===== src/rtl/fp_div_pkg.sv =====
// Shared types and constants for the sequential single-precision divider.
// Special-case flags match the multiplier unit in the same FP datapath.
package fp_div_pkg;

    typedef enum logic [2:0] {
        StIdle,
        StCheck,
        StDiv,
        StNorm,
        StDone
    } div_state_e;

    localparam int EXP_BIAS = 127;

    localparam logic [3:0] CASE_ZERO = 4'b1000;
    localparam logic [3:0] CASE_PINF = 4'b0100;
    localparam logic [3:0] CASE_NINF = 4'b0010;
    localparam logic [3:0] CASE_NAN  = 4'b0001;
    localparam logic [3:0] CASE_NONE = 4'b0000;

    typedef struct packed {
        logic is_zero;
        logic is_inf;
        logic is_nan;
    } fp_class_t;

    // Denormals are flushed: any zero exponent classifies as zero.
    function automatic fp_class_t classify(input logic [30:0] mag);
        fp_class_t c;
        c.is_zero = (mag[30:23] == 8'h00);
        c.is_inf  = (mag[30:23] == 8'hFF) && (mag[22:0] == 23'd0);
        c.is_nan  = (mag[30:23] == 8'hFF) && (mag[22:0] != 23'd0);
        return c;
    endfunction

endpackage


===== src/rtl/mant_divider_iter.sv =====
// Restoring mantissa divider: one quotient bit per step, MSB first.
// last_o is high during the step that produces the final quotient bit.
module mant_divider_iter #(
    parameter int unsigned QBITS = 25
) (
    input  logic             clk,
    input  logic             rst_n,
    input  logic             load_i,
    input  logic             step_i,
    input  logic [23:0]      dividend_i,
    input  logic [23:0]      divisor_i,
    output logic [QBITS-1:0] quot_o,
    output logic             last_o
);

    localparam int unsigned CntW = $clog2(QBITS);

    // Remainder needs one extra bit: after a shift it can reach 2*divisor-2.
    logic [24:0]      rem_q;
    logic [23:0]      div_q;
    logic [QBITS-1:0] quot_q;
    logic [CntW-1:0]  cnt_q;
    logic             ge;
    logic [23:0]      diff;

    assign ge   = (rem_q >= {1'b0, div_q});
    // When ge holds, the difference is below the divisor, so 24 bits suffice.
    assign diff = rem_q[23:0] - div_q;

    always_ff @(posedge clk or negedge rst_n) begin
        if (!rst_n) begin
            rem_q  <= '0;
            div_q  <= '0;
            quot_q <= '0;
            cnt_q  <= '0;
        end else if (load_i) begin
            rem_q  <= {1'b0, dividend_i};
            div_q  <= divisor_i;
            quot_q <= '0;
            cnt_q  <= CntW'(QBITS - 1);
        end else if (step_i) begin
            quot_q <= {quot_q[QBITS-2:0], ge};
            rem_q  <= ge ? {diff, 1'b0} : {rem_q[23:0], 1'b0};
            if (cnt_q != '0) begin
                cnt_q <= cnt_q - CntW'(1);
            end
        end
    end

    assign quot_o = quot_q;
    assign last_o = (cnt_q == '0);

endmodule


===== src/rtl/division_unit.sv =====
// Sequential IEEE-754 single-precision divider, dataR = dataA / dataB.
// Truncating, denormals flushed to zero, start/busy/done handshake.
module division_unit
    import fp_div_pkg::*;
#(
    parameter int unsigned QBITS       = 25,
    parameter logic [31:0] NAN_PATTERN = 32'h7FC0_0000
) (
    input  logic        clk,
    input  logic        rst_n,
    input  logic        start,
    input  logic [31:0] dataA,
    input  logic [31:0] dataB,
    output logic        busy,
    output logic        done,
    output logic [31:0] dataR,
    output logic [3:0]  casesspecial
);

    div_state_e         state_q;
    logic [31:0]        opa_q;
    logic [31:0]        opb_q;
    logic signed [9:0]  expw_q;

    fp_class_t          ca;
    fp_class_t          cb;
    logic               sign;
    logic               spec_hit;
    logic [31:0]        spec_r;
    logic [3:0]         spec_c;
    logic signed [9:0]  expw_calc;

    logic [QBITS-1:0]   quot;
    logic               div_last;
    logic               div_load;
    logic               div_step;

    logic signed [9:0]  exp_n;
    logic [22:0]        mant_n;
    logic [31:0]        norm_r;
    logic [3:0]         norm_c;

    assign sign = opa_q[31] ^ opb_q[31];

    // Special-case resolution in priority order: NaN, then Inf, then zero.
    always_comb begin
        ca       = classify(opa_q[30:0]);
        cb       = classify(opb_q[30:0]);
        spec_hit = 1'b1;
        spec_r   = NAN_PATTERN;
        spec_c   = CASE_NAN;
        if (ca.is_nan || cb.is_nan || (ca.is_inf && cb.is_inf) ||
            (ca.is_zero && cb.is_zero)) begin
            spec_r = NAN_PATTERN;
            spec_c = CASE_NAN;
        end else if (ca.is_inf || cb.is_zero) begin
            spec_r = {sign, 8'hFF, 23'd0};
            spec_c = sign ? CASE_NINF : CASE_PINF;
        end else if (ca.is_zero || cb.is_inf) begin
            spec_r = {sign, 31'd0};
            spec_c = CASE_ZERO;
        end else begin
            spec_hit = 1'b0;
        end
    end

    assign expw_calc = $signed({2'b00, opa_q[30:23]}) - $signed({2'b00, opb_q[30:23]})
                     + 10'(EXP_BIAS);

    assign div_load = (state_q == StCheck) && !spec_hit;
    assign div_step = (state_q == StDiv);

    mant_divider_iter #(
        .QBITS (QBITS)
    ) u_mant_div (
        .clk        (clk),
        .rst_n      (rst_n),
        .load_i     (div_load),
        .step_i     (div_step),
        .dividend_i ({1'b1, opa_q[22:0]}),
        .divisor_i  ({1'b1, opb_q[22:0]}),
        .quot_o     (quot),
        .last_o     (div_last)
    );

    // Quotient of two [1,2) mantissas lies in (0.5,2): at most one left shift.
    always_comb begin
        exp_n  = quot[QBITS-1] ? expw_q : (expw_q - 10'sd1);
        mant_n = quot[QBITS-1] ? quot[QBITS-2 -: 23] : quot[QBITS-3 -: 23];
        norm_r = {sign, exp_n[7:0], mant_n};
        norm_c = CASE_NONE;
        if (exp_n >= 10'sd255) begin
            norm_r = {sign, 8'hFF, 23'd0};
            norm_c = sign ? CASE_NINF : CASE_PINF;
        end else if (exp_n <= 10'sd0) begin
            norm_r = {sign, 31'd0};
            norm_c = CASE_ZERO;
        end
    end

    always_ff @(posedge clk or negedge rst_n) begin
        if (!rst_n) begin
            state_q      <= StIdle;
            opa_q        <= '0;
            opb_q        <= '0;
            expw_q       <= '0;
            busy         <= 1'b0;
            done         <= 1'b0;
            dataR        <= '0;
            casesspecial <= CASE_NONE;
        end else begin
            done <= 1'b0;
            unique case (state_q)
                StIdle: begin
                    if (start) begin
                        opa_q   <= dataA;
                        opb_q   <= dataB;
                        busy    <= 1'b1;
                        state_q <= StCheck;
                    end
                end
                StCheck: begin
                    if (spec_hit) begin
                        dataR        <= spec_r;
                        casesspecial <= spec_c;
                        done         <= 1'b1;
                        busy         <= 1'b0;
                        state_q      <= StDone;
                    end else begin
                        expw_q  <= expw_calc;
                        state_q <= StDiv;
                    end
                end
                StDiv: begin
                    if (div_last) begin
                        state_q <= StNorm;
                    end
                end
                StNorm: begin
                    dataR        <= norm_r;
                    casesspecial <= norm_c;
                    done         <= 1'b1;
                    busy         <= 1'b0;
                    state_q      <= StDone;
                end
                StDone: begin
                    state_q <= StIdle;
                end
                default: begin
                    state_q <= StIdle;
                end
            endcase
        end
    end

endmodule


===== config.mk =====
export PLATFORM = sky130hd
export DESIGN_NAME = division_unit
export DESIGN_NICKNAME = d
export VERILOG_FILES = /design/src/rtl/fp_div_pkg.sv /design/src/rtl/mant_divider_iter.sv /design/src/rtl/division_unit.sv
export SDC_FILE = /design/constraint.sdc
export NUM_CORES = 1
export LEC_CHECK = 0
export ABC_AREA = 1
export CAP_MARGIN = 10
export CELL_PAD_IN_SITES_DETAIL_PLACEMENT = 0
export CELL_PAD_IN_SITES_GLOBAL_PLACEMENT = 2
export CORE_ASPECT_RATIO = 0.75
export CORE_UTILIZATION = 37
export CTS_CLUSTER_DIAMETER = 200
export CTS_CLUSTER_SIZE = 10
export DETAILED_ROUTE_END_ITERATION = 10
export PLACE_DENSITY = 0.95
export REMOVE_ABC_BUFFERS = 1
export SLEW_MARGIN = 25
export SYNTH_ARGS = -nofsm -noshare
export SYNTH_HDL_FRONTEND = slang
export SYNTH_SLANG_ARGS = --single-unit

===== constraint.sdc =====
create_clock -name clk -period 6 [get_ports clk]
set_input_delay 0.9 -clock clk [delete_from_list [all_inputs] [get_ports clk]]
set_output_delay 0.9 -clock clk [all_outputs]
set_load 0.005 [all_outputs]

### Yosys cells after proc, flatten, opt, wreduce, memory -nomap -nowiden

Index checks and enable logic that the tools add are counted.

* flip-flop bits (word level): 194
* bits in latches: 0
* bits in writable memories: 0
* bits in read-only memories: 0
* output and inout port bits: 38
* word-level logic and storage cells: 99
* memories: 0

* add/sub/neg operators: 5
* multipliers: 0
* div/mod/pow operators: 0
* $lt $le $gt $ge: 3
* equality and inequality tests: 8
* shift operators: 0
* multiplexer cells: 37
* bitwise operators: 2
* reductions and logical operators: 32

Operators with widths (count)
* $mux 32: 4
* $mux 25: 5
* $pmux 32 s2: 1
* $mux 31: 2
* $logic_not 23->1: 2
* $reduce_bool 23->1: 2
* $ge 25x24->1: 1
* $mux 4: 6
* $sub 24x24->24: 1
* $mux 23: 1
* $eq 8x8->1 const B: 2
* $logic_not 8->1: 2
* $mux 5: 3
* $mux 3: 4
* $pmux 3 s4: 1
* $add 9x8->10 const B: 1
* $ge 10x9->1 const B: 1
* $le 10x1->1 const B: 1
* $mux 10: 1
* $reduce_and 2->1: 5
* $sub 10x2->10 const B: 1
* $sub 8x8->9: 1
* $pmux 4 s2: 1
* $logic_and 1x1->1: 7
* other kinds (17): 31

### Logic depth before layout (Yosys ltp)

Gate-level depths: netlist of the first run.

* depth after elaboration: 10
* mapped depth: 17
* gate-level depth less buffers: 16

### By module

From an unflattened synthesis of the first run, not the netlist that was laid out.

* cells, all modules: 1396
* area, all modules: 10996.8 um^2

By module, submodules not included
* division_unit: times used 1, cells each 707, area an instance 5970.7 um^2
* mant_divider_iter: times used 1, cells each 689, area an instance 5026.1 um^2

### Worst setup path before layout of the first run

Ideal clock, no wire load.

* path kind: register to register
* from: reg opa_q[23]
* to: reg expw_q[7]
* arrival: 1975 ps
* slack: 3949 ps
* stages on the path, launching flop included: 14
* path buffers: 0
* cell sequence: dfrtp_1 inv_1 ha_1 inv_1 fa_1 xnor2_1 nand2_1 nor2_1 nand2_1 nor2_1 nand3_1 nand2_1 nand2_1 o21ai_1

* cells in the longest elaborated chain, start to end: 8
* elaborated cells between the ends (all ways): 18
* those cells by class: 2 x add/sub; 1 x eq/ne; 3 x mux; 1 x bitwise; 11 x reduce/logical

RTL lines
* start: declaration: line division_unit.sv:21 `logic [31:0] opa_q;`
* start signal: assignment: line division_unit.sv:116 `opa_q <= dataA;`
* parallel branches: the longest is 8 deep, another holds $add 9x8->10
* end signal: assignment: line division_unit.sv:130 `expw_q <= expw_calc;`
* end: declaration: line division_unit.sv:23 `logic signed [9:0] expw_q;`

Parallel ways; which one is timed is not known.
A chain may end at the register's enable or synchronous reset.

### Worst setup path in the final report of the first run

* from: reg opb_q[17]
* to: reg expw_q[2]

* cells in the longest elaborated chain, start to end: 8
* elaborated cells between the ends (all ways): 14
* those cells by class: 3 x mux; 1 x bitwise; 10 x reduce/logical

RTL lines
* start: declaration: line division_unit.sv:22 `logic [31:0] opb_q;`
* start signal: assignment: line division_unit.sv:117 `opb_q <= dataB;`
* $logic_not 23->1 or $reduce_bool 23->1 (tied branches): line fp_div_pkg.sv:31, fp_div_pkg.sv:32
* $logic_and 1x1->1, on equally long branches: line fp_div_pkg.sv:31, fp_div_pkg.sv:32
* $logic_or 1x1->1 (tied with other cells): line division_unit.sv:59 `end else if (ca.is_zero || cb.is_inf) begin`
* $mux 1 or $logic_or 1x1->1 (tied branches): line division_unit.sv:59, division_unit.sv:52
* $mux 1 or $logic_or 1x1->1 (tied branches): line division_unit.sv:56, division_unit.sv:52
* $mux 1 (*): line division_unit.sv:52 `if (ca.is_nan || cb.is_nan || (ca.is_inf && cb.is_inf) ||`
* $not 1->1 (no line) (*)
* $reduce_and 2->1 (no line) (*)

Every way passes the cells marked *; elsewhere a longest branch is shown, timed or not.

==> out/results.tsv, run 1 <==
stage	metric	value	unit
critical_path	rr_startpoint	opb_q[17]	
routing	detail_route.wl_per_cell	14.7	um
sta	period_minus_slack	3.28	ns
logic_synthesis	synthAdderAreaFrac	0.0444	
routing	vias	9241	
logic_synthesis	synth_edf_count	0	
clock_network	cts_tree	yes	
sta	min_period_over_period	0.546	
logic_synthesis	yosysSeqAreaShare	0.440	
global_route	met2_usage	0.267	
placement	pre_cts_slack	2.77	ns
cells_and_area	syn_to_final_growth	17.5	%
critical_path	critPathKind	reg -> reg	
routing	post_drt_via_cell_ratio	4.88	
sta	layout_setup_ws	2.72	ns
clock_network	cts.clk_slew.worst_paths	0.07	ns
logic_synthesis	ys_ff_latch	194	
logic_synthesis	synth-async-reset-ratio	1.00	
cells_and_area	final_cell_mix	nand2_1, dfrtp_1, inv_1, nand3_1, nor2_1	
routing	antenna_left	0	
logic_synthesis	synth.avg_cell_area	7.81	um^2
floorplan	io_pins	105	
cells_and_area	final_common_cell	nand2_1	
logic_synthesis	muxShareOfSynthArea	0.0326	
floorplan	fp.coreArea	29200	um^2
logic_synthesis	synth_xor_area_frac	0.0212	
floorplan	die_h	152	um
clock_network	cts_resized	0	
global_route	grt.total_usage	0.188	
clock_network	postCtsHoldBufs	0	
critical_path	rrSetupSlack	2.72	ns
logic_synthesis	synth_ff_type	dfrtp_1	
logic_synthesis	synth_compound_area_frac	0.101	
sta	rsz0062_at_grt	no	
global_route	grt_pass1_vias	8697	
logic_synthesis	ys_warn_count	0	
routing	drt_iter0_drc	629	
clock_network	cts_sinks	194	
global_route	grt_max_degree	88	
clock_network	insertion_delay	0.45	ns
placement	place_congestion	0.903	
global_route	busiest_layer	met1	
cells_and_area	fin_nets	1594	
clock_network	cts_root_buf	clkbuf_16	
floorplan	die_area	30500	um^2
clock_network	cts_buffer_depth	2	
critical_path	start_kind	flop	
floorplan	start_util	0.378	
global_route	grt_pass1_wl	45.7	mm
logic_synthesis	synth-simple-area-share	0.269	
logic_synthesis	syn_area	11000	um^2
sta	report.final.setup_viol	0	
placement	hpwl	20.2	mm
global_route	grt_antenna_before_repair	0	
sta	maxSlewViolCount	0	
placement	portBuffers	104	
hold_path	min_from	u_mant_div.div_q[23]	
critical_path	cp.arrival	3.59	ns
sta	finalSetupTns	0	ns
critical_path	worstPathMaxFanout	87	
global_route	met1_usage	0.293	
logic_synthesis	synth_cell_types	47	
sta	max_freq	305	MHz
cells_and_area	drive_gt1_frac	0.0732	
sta	worstMarginPinSlew	0.924	ns
global_route	overflow	0	
routing	firstDrtPassIters	5	
clock_network	htree_levels	4	
hold_path	worstHoldEndpoint	u_mant_div.div_q[23]	
logic_synthesis	synth_top_family_by_area	simple AND/OR/NAND/NOR gates	
pwr	p_leak	6.14	nW
pwr	ir_drop	291	uV
sta	hold_viol	0	
hold_path	whs_path_depth	2	
clock_network	post_cts_buffers	0	
global_route	use_met3	0.0334	
sta	clock_skew	0.0131	ns
sta	slew_headroom	0.383	
critical_path	r2r_cells	11	
hold_path	min_path_type	reg -> reg	
floorplan	dieWidth	201	um
routing	drc	0	
job	cap_violations	0	
critical_path	r2r_end	expw_q[2]	
cells_and_area	diodes	0	
clock_network	cts_buffers	17	
floorplan	num_rows	54	
critical_path	crit_required	6.32	ns
run_status	status	completed	
logic_synthesis	postSynthCellCount	1414	
pwr	power_density	600	nW/um^2
critical_path	critPathCaptureType	flop	
routing	drt-total-wl	27.8	mm
-- area by class of cell --
class,instances,area [um^2]
clock buffers,19,443
clock inverters,13,174
flip-flops and latches,194,4850
inverters,193,727
well taps,392,490
multi-input cells,971,5180
fillers,3030,16200
repair buffers,112,1100
-- registers in the layout, summed over array words and instances (netlist names) --
signal,count
opb_q,32
u_mant_div.rem_q,25
u_mant_div.div_q,24
dataR,32
u_mant_div.cnt_q,5
opa_q,32
done,1
state_q,3
expw_q,10
u_mant_div.quot_o,25
busy,1
casesspecial,4
-- how the worst max path moves through the flow --
stage                         start                   to  cells after the start
after global placement    opa_q[14]            expw_q[2]                     11
after floorplan               start             opa_q[0]                      2
after CTS                 opa_q[14]  u_mant_div.rem_q[0]                     11
after global routing      opa_q[14]  u_mant_div.rem_q[0]                     11
final                     opb_q[17]            expw_q[2]                     11
after detailed placement  opa_q[14]  u_mant_div.rem_q[0]                     11
-- stage by stage --
stage / area (um^2) / utilization / hold WS [ns] / instances / power, mW
floorplan: 10700 / - / 0.426 / 1358 / 5.34
global placement: 12400 / 0.423 / 0.440 / 1862 / 6.55
detailed placement: 12400 / 0.423 / 0.445 / 1862 / 6.58
CTS: 13000 / 0.444 / 0.469 / 1894 / 7.82
global route: 13000 / 0.444 / 0.477 / 1894 / 8.55
finish: 13000 / 0.444 / 0.467 / 1894 / 7.78
-- per-layer routing --
| metal | vias up | share of wire |
|---|---|---|
| li1 | 4761 | - |
| met1 | 4283 | 0.55 |
| met2 | 185 | 0.40 |
| met3 | 12 | 0.043 |
| met4 | 0 | 0.0077 |
| met5 | - | 0 |
-- cells by family after synthesis --
kind of cell | Yosys count
adder cells (fa/ha/maj) | 38
buffers and inverters | 249
AND/OR/NAND/NOR | 670
flip-flops | 194
AO/OA/AOI/OAI | 206
XOR/XNOR | 25
multiplexers | 32
-- worst max-delay path, cell delays in order (launching register included) --
cell     delay [ns]
dfrtp_1        0.39
nor2_1         0.11
nand2_1        0.06
nor2_1         0.36
nand3_2        0.22
o21ai_0        0.19
nor2_1         0.10
nand3_4        0.08
buf_4          0.67
inv_2          0.50
o21ai_0        0.30
o21ai_1        0.11
-- power breakdown --
group	switching, mW	internal [mW]
Sequential	0.367	1.84
Clock	0.529	0.675
Combinational	2.76	1.61
Total	3.65	4.13
-- cells in the mapped netlist (all sizes together), types with 2 or more instances --
cell,n,area share
nand2,321,0.11
o21ai,105,0.049
a21oi,69,0.033
ha,36,0.041
fa,2,0.0036
nor2,127,0.045
xnor2,15,0.012
nand4,37,0.022
a21o,2,0.0014
buf,33,0.019
o22ai,24,0.014
o21a,2,0.0014
nand3,165,0.079
nor3,11,0.0063
or2,4,0.0023
inv,193,0.066
mux2,32,0.033
clkbuf,23,0.0078
dfrtp,194,0.44
nand3b,3,0.0020
xor2,10,0.0093
o21bai,2,0.0017
Power figures use the tool's default switching activity.
==> run 2: changes to the inputs <==
- CORE_UTILIZATION: 37 -> 31
- PLACE_DENSITY: 0.95 -> 0.88
- clock period: 6 -> 2.8 ns (I/O delays scaled with it)
==> run 2 against run 1 <==
The run now ends with DRC left. Sequential power grew 110%. Hold slack gained 0.00089 ns. Fmax rose by 33%. Design area is 2.4% higher. Critical endpoint is now expw_q[7].
==> out/results.tsv, run 2 (synthesis gave the netlist of run 1 again) <==
stage	metric	value	unit	change
run_status	status	complete, but fails checks		
run_status	violations	DRC		
sta	report.final.setup_viol	0		unchanged
pwr	ir_drop	469	uV	+61%
global_route	busiest_layer	met1		
floorplan	num_rows	59		+9.3%
cells_and_area	final_cells	1979		+4.5%
hold_path	whs_path_depth	2		unchanged
sta	hold_viol	0		unchanged
job	cap_violations	0		unchanged
critical_path	critPathMaxStageDelay	0.40	ns	-0.27 ns
critical_path	start_kind	flop		
critical_path	critPathSlowestCell	dfrtp_1		
cells_and_area	final_common_cell	nand2_1		
sta	max_freq	405	MHz	+33%
placement	placedCellCount	1946		+4.5%
clock_network	cts_root_buf	clkbuf_16		
routing	drt-total-wl	29.7	mm	+6.8%
sta	period_minus_slack	2.47	ns	-0.805 ns
clock_network	cts_buffers	17		unchanged
global_route	grt_antenna_before_repair	0		unchanged
routing	drc	18		+18
cells_and_area	diodes	0		unchanged
pwr	comb_power_share	0.567		+0.006
clock_network	cts_sinks	194		unchanged
critical_path	path_cells	nor2_1 > nand2_1 > nor2_1 > nand3_1 > o21bai_2 > nand2_2 > inv_2 > nand3_4 > inv_2 > buf_4 > nand2_1 > o21ai_1		
pwr	swShare	0.470		about the same
global_route	use_met3	0.0299		-0.00351
clock_network	cts_buffer_depth	2		unchanged
placement	place_congestion	0.895		-0.90%
floorplan	start_util	0.317		-0.0614
floorplan	die_area	36400	um^2	+19%
critical_path	cp.depth	12		+1
pwr	p_int	9.04	mW	+120%
global_route	overflow	0		unchanged
global_route	grt_max_degree	81		-8.0%
pwr	pwr-share-seq	0.278		-0.006
clock_network	insertion_delay	0.47	ns	+0.02 ns
floorplan	dieWidth	220	um	+9.2%
cells_and_area	syn_to_final_growth	20.3	%	
hold_path	min_path_type	reg -> reg		
placement	portBuffers	104		unchanged
sta	clock_skew	0.0158	ns	+0.00273 ns
routing	post_drt_via_cell_ratio	4.74		-2.9%
sta	maxSlewViolCount	0		unchanged
sta	min_period_over_period	0.883		+0.337
global_route	grt_pass1_wl	49.1	mm	+7.5%
pwr	p_switching	8.01	mW	+120%
routing	detail_route.wl_per_cell	15.0	um	+2.2%
sta	slew_headroom	0.629		+0.245
critical_path	r2r_cells	12		+1
pwr	clockPowerShare	0.154		about the same
critical_path	critPathCaptureType	flop		
critical_path	critPathKind	reg -> reg		
routing	antenna_left	0		unchanged
clock_network	htree_levels	4		unchanged
routing	firstDrtPassIters	8		+3
cells_and_area	largestRegisters	dataR (32), opa_q (32), opb_q (32)		
critical_path	path_buf_inv	3		+1
floorplan	fp.coreArea	34800	um^2	+19%
floorplan	io_pins	105		unchanged
pwr	p_leak	6.27	nW	+2.2%
pwr	total_power	17.0	mW	+120%
pwr	power_density	1280	nW/um^2	+110%
placement	hpwl	22.1	mm	+9.3%
clock_network	cts_tree	yes		
global_route	grt_pass1_vias	9274		+6.6%
cells_and_area	drive_gt1_frac	0.0848		+0.0115
clock_network	cts.clk_slew.worst_paths	0.07	ns	about the same
critical_path	cp.arrival	2.85	ns	-0.74 ns
cells_and_area	final_cell_mix	nand2_1, dfrtp_1, inv_1, nand3_1, nor2_1		
critical_path	worstPathMaxFanout	18		-79%
critical_path	crit_required	3.18	ns	-3.14 ns
cells_and_area	fin_nets	1614		+1.3%
sta	rsz0062_at_grt	no		
routing	vias	9376		+1.5%
floorplan	die_h	165	um	+9.1%
global_route	grt.total_usage	0.173		-0.0150
global_route	met1_usage	0.269		-0.0244
routing	drt_iter0_drc	548		-13%
global_route	met2_usage	0.241		-0.0256
sta	worstMarginPinSlew	0.556	ns	-0.367 ns
critical_path	rrSetupSlack	0.33	ns	-2.40 ns
critical_path	cp_top_family	simple AND/OR/NAND/NOR gates		
[run 2: worst paths after layout]
check	startpoint	to
max	opa_q[20]	expw_q[7]
min	u_mant_div.div_q[23]	u_mant_div.div_q[23]
max reg2reg	opa_q[20]	expw_q[7]
min reg2reg	u_mant_div.div_q[23]	u_mant_div.div_q[23]
max in group asynchronous	rst_n	u_mant_div.rem_q[24]
min in group asynchronous	rst_n	opa_q[11]
[run 2: what timing repair did]
item	CTS	global route
gates resized for setup	0	0
endpoints found under the hold margin	55	0
buffers inserted	0	0
hold buffers	1	0
[run 2: power by group through the flow]
stage / registers [mW] / logic (mW) / clock network, mW
floorplan: 4.56 / 6.89 / 0
global placement: 4.76 / 9.64 / 0
detailed placement: 4.80 / 9.65 / 0
CTS: 4.75 / 9.70 / 2.71
global route: 4.90 / 11.0 / 2.81
finish: 4.75 / 9.67 / 2.63
[run 2: layer usage]
layer,part of all wire,vias to the layer above
met4,0.011,0
met1,0.55,4383
met5,0,-
li1,-,4818
met2,0.40,156
met3,0.038,19
[run 2: metrics by stage]
step | worst slack, ns | hold WS (ns) | utilization | TNS (ns) | area (um^2)
2_1_floorplan | -0.533 | 0.124 | - | -24.92 | 10700
3_3_place_gp | 0.362 | 0.441 | 0.363 | 0 | 12700
3_5_place_dp | 0.353 | 0.454 | 0.363 | 0 | 12700
4_1_cts | 0.309 | 0.472 | 0.381 | 0 | 13300
5_1_grt | 0.0810 | 0.507 | 0.381 | 0 | 13300
6_report | 0.328 | 0.468 | 0.381 | 0 | 13300
[run 2: worst register-to-register path: stages, from the launching register on]
cell      delay (ns)
dfrtp_1         0.40
nor2_1          0.10
nand2_1         0.09
nor2_1          0.32
nand3_1         0.22
o21bai_2        0.24
nand2_2         0.11
inv_2           0.07
nand3_4         0.13
inv_2           0.35
buf_4           0.19
nand2_1         0.05
o21ai_1         0.11
[run 2: final cells by class]
class	instances	area (um^2)
timing repair buffer	132	1330
clock inverter	15	196
sequential	194	4850
multi-input combinational	971	5170
fill	3668	21600
clock buffer	17	425
inverter	193	727
tap	457	572
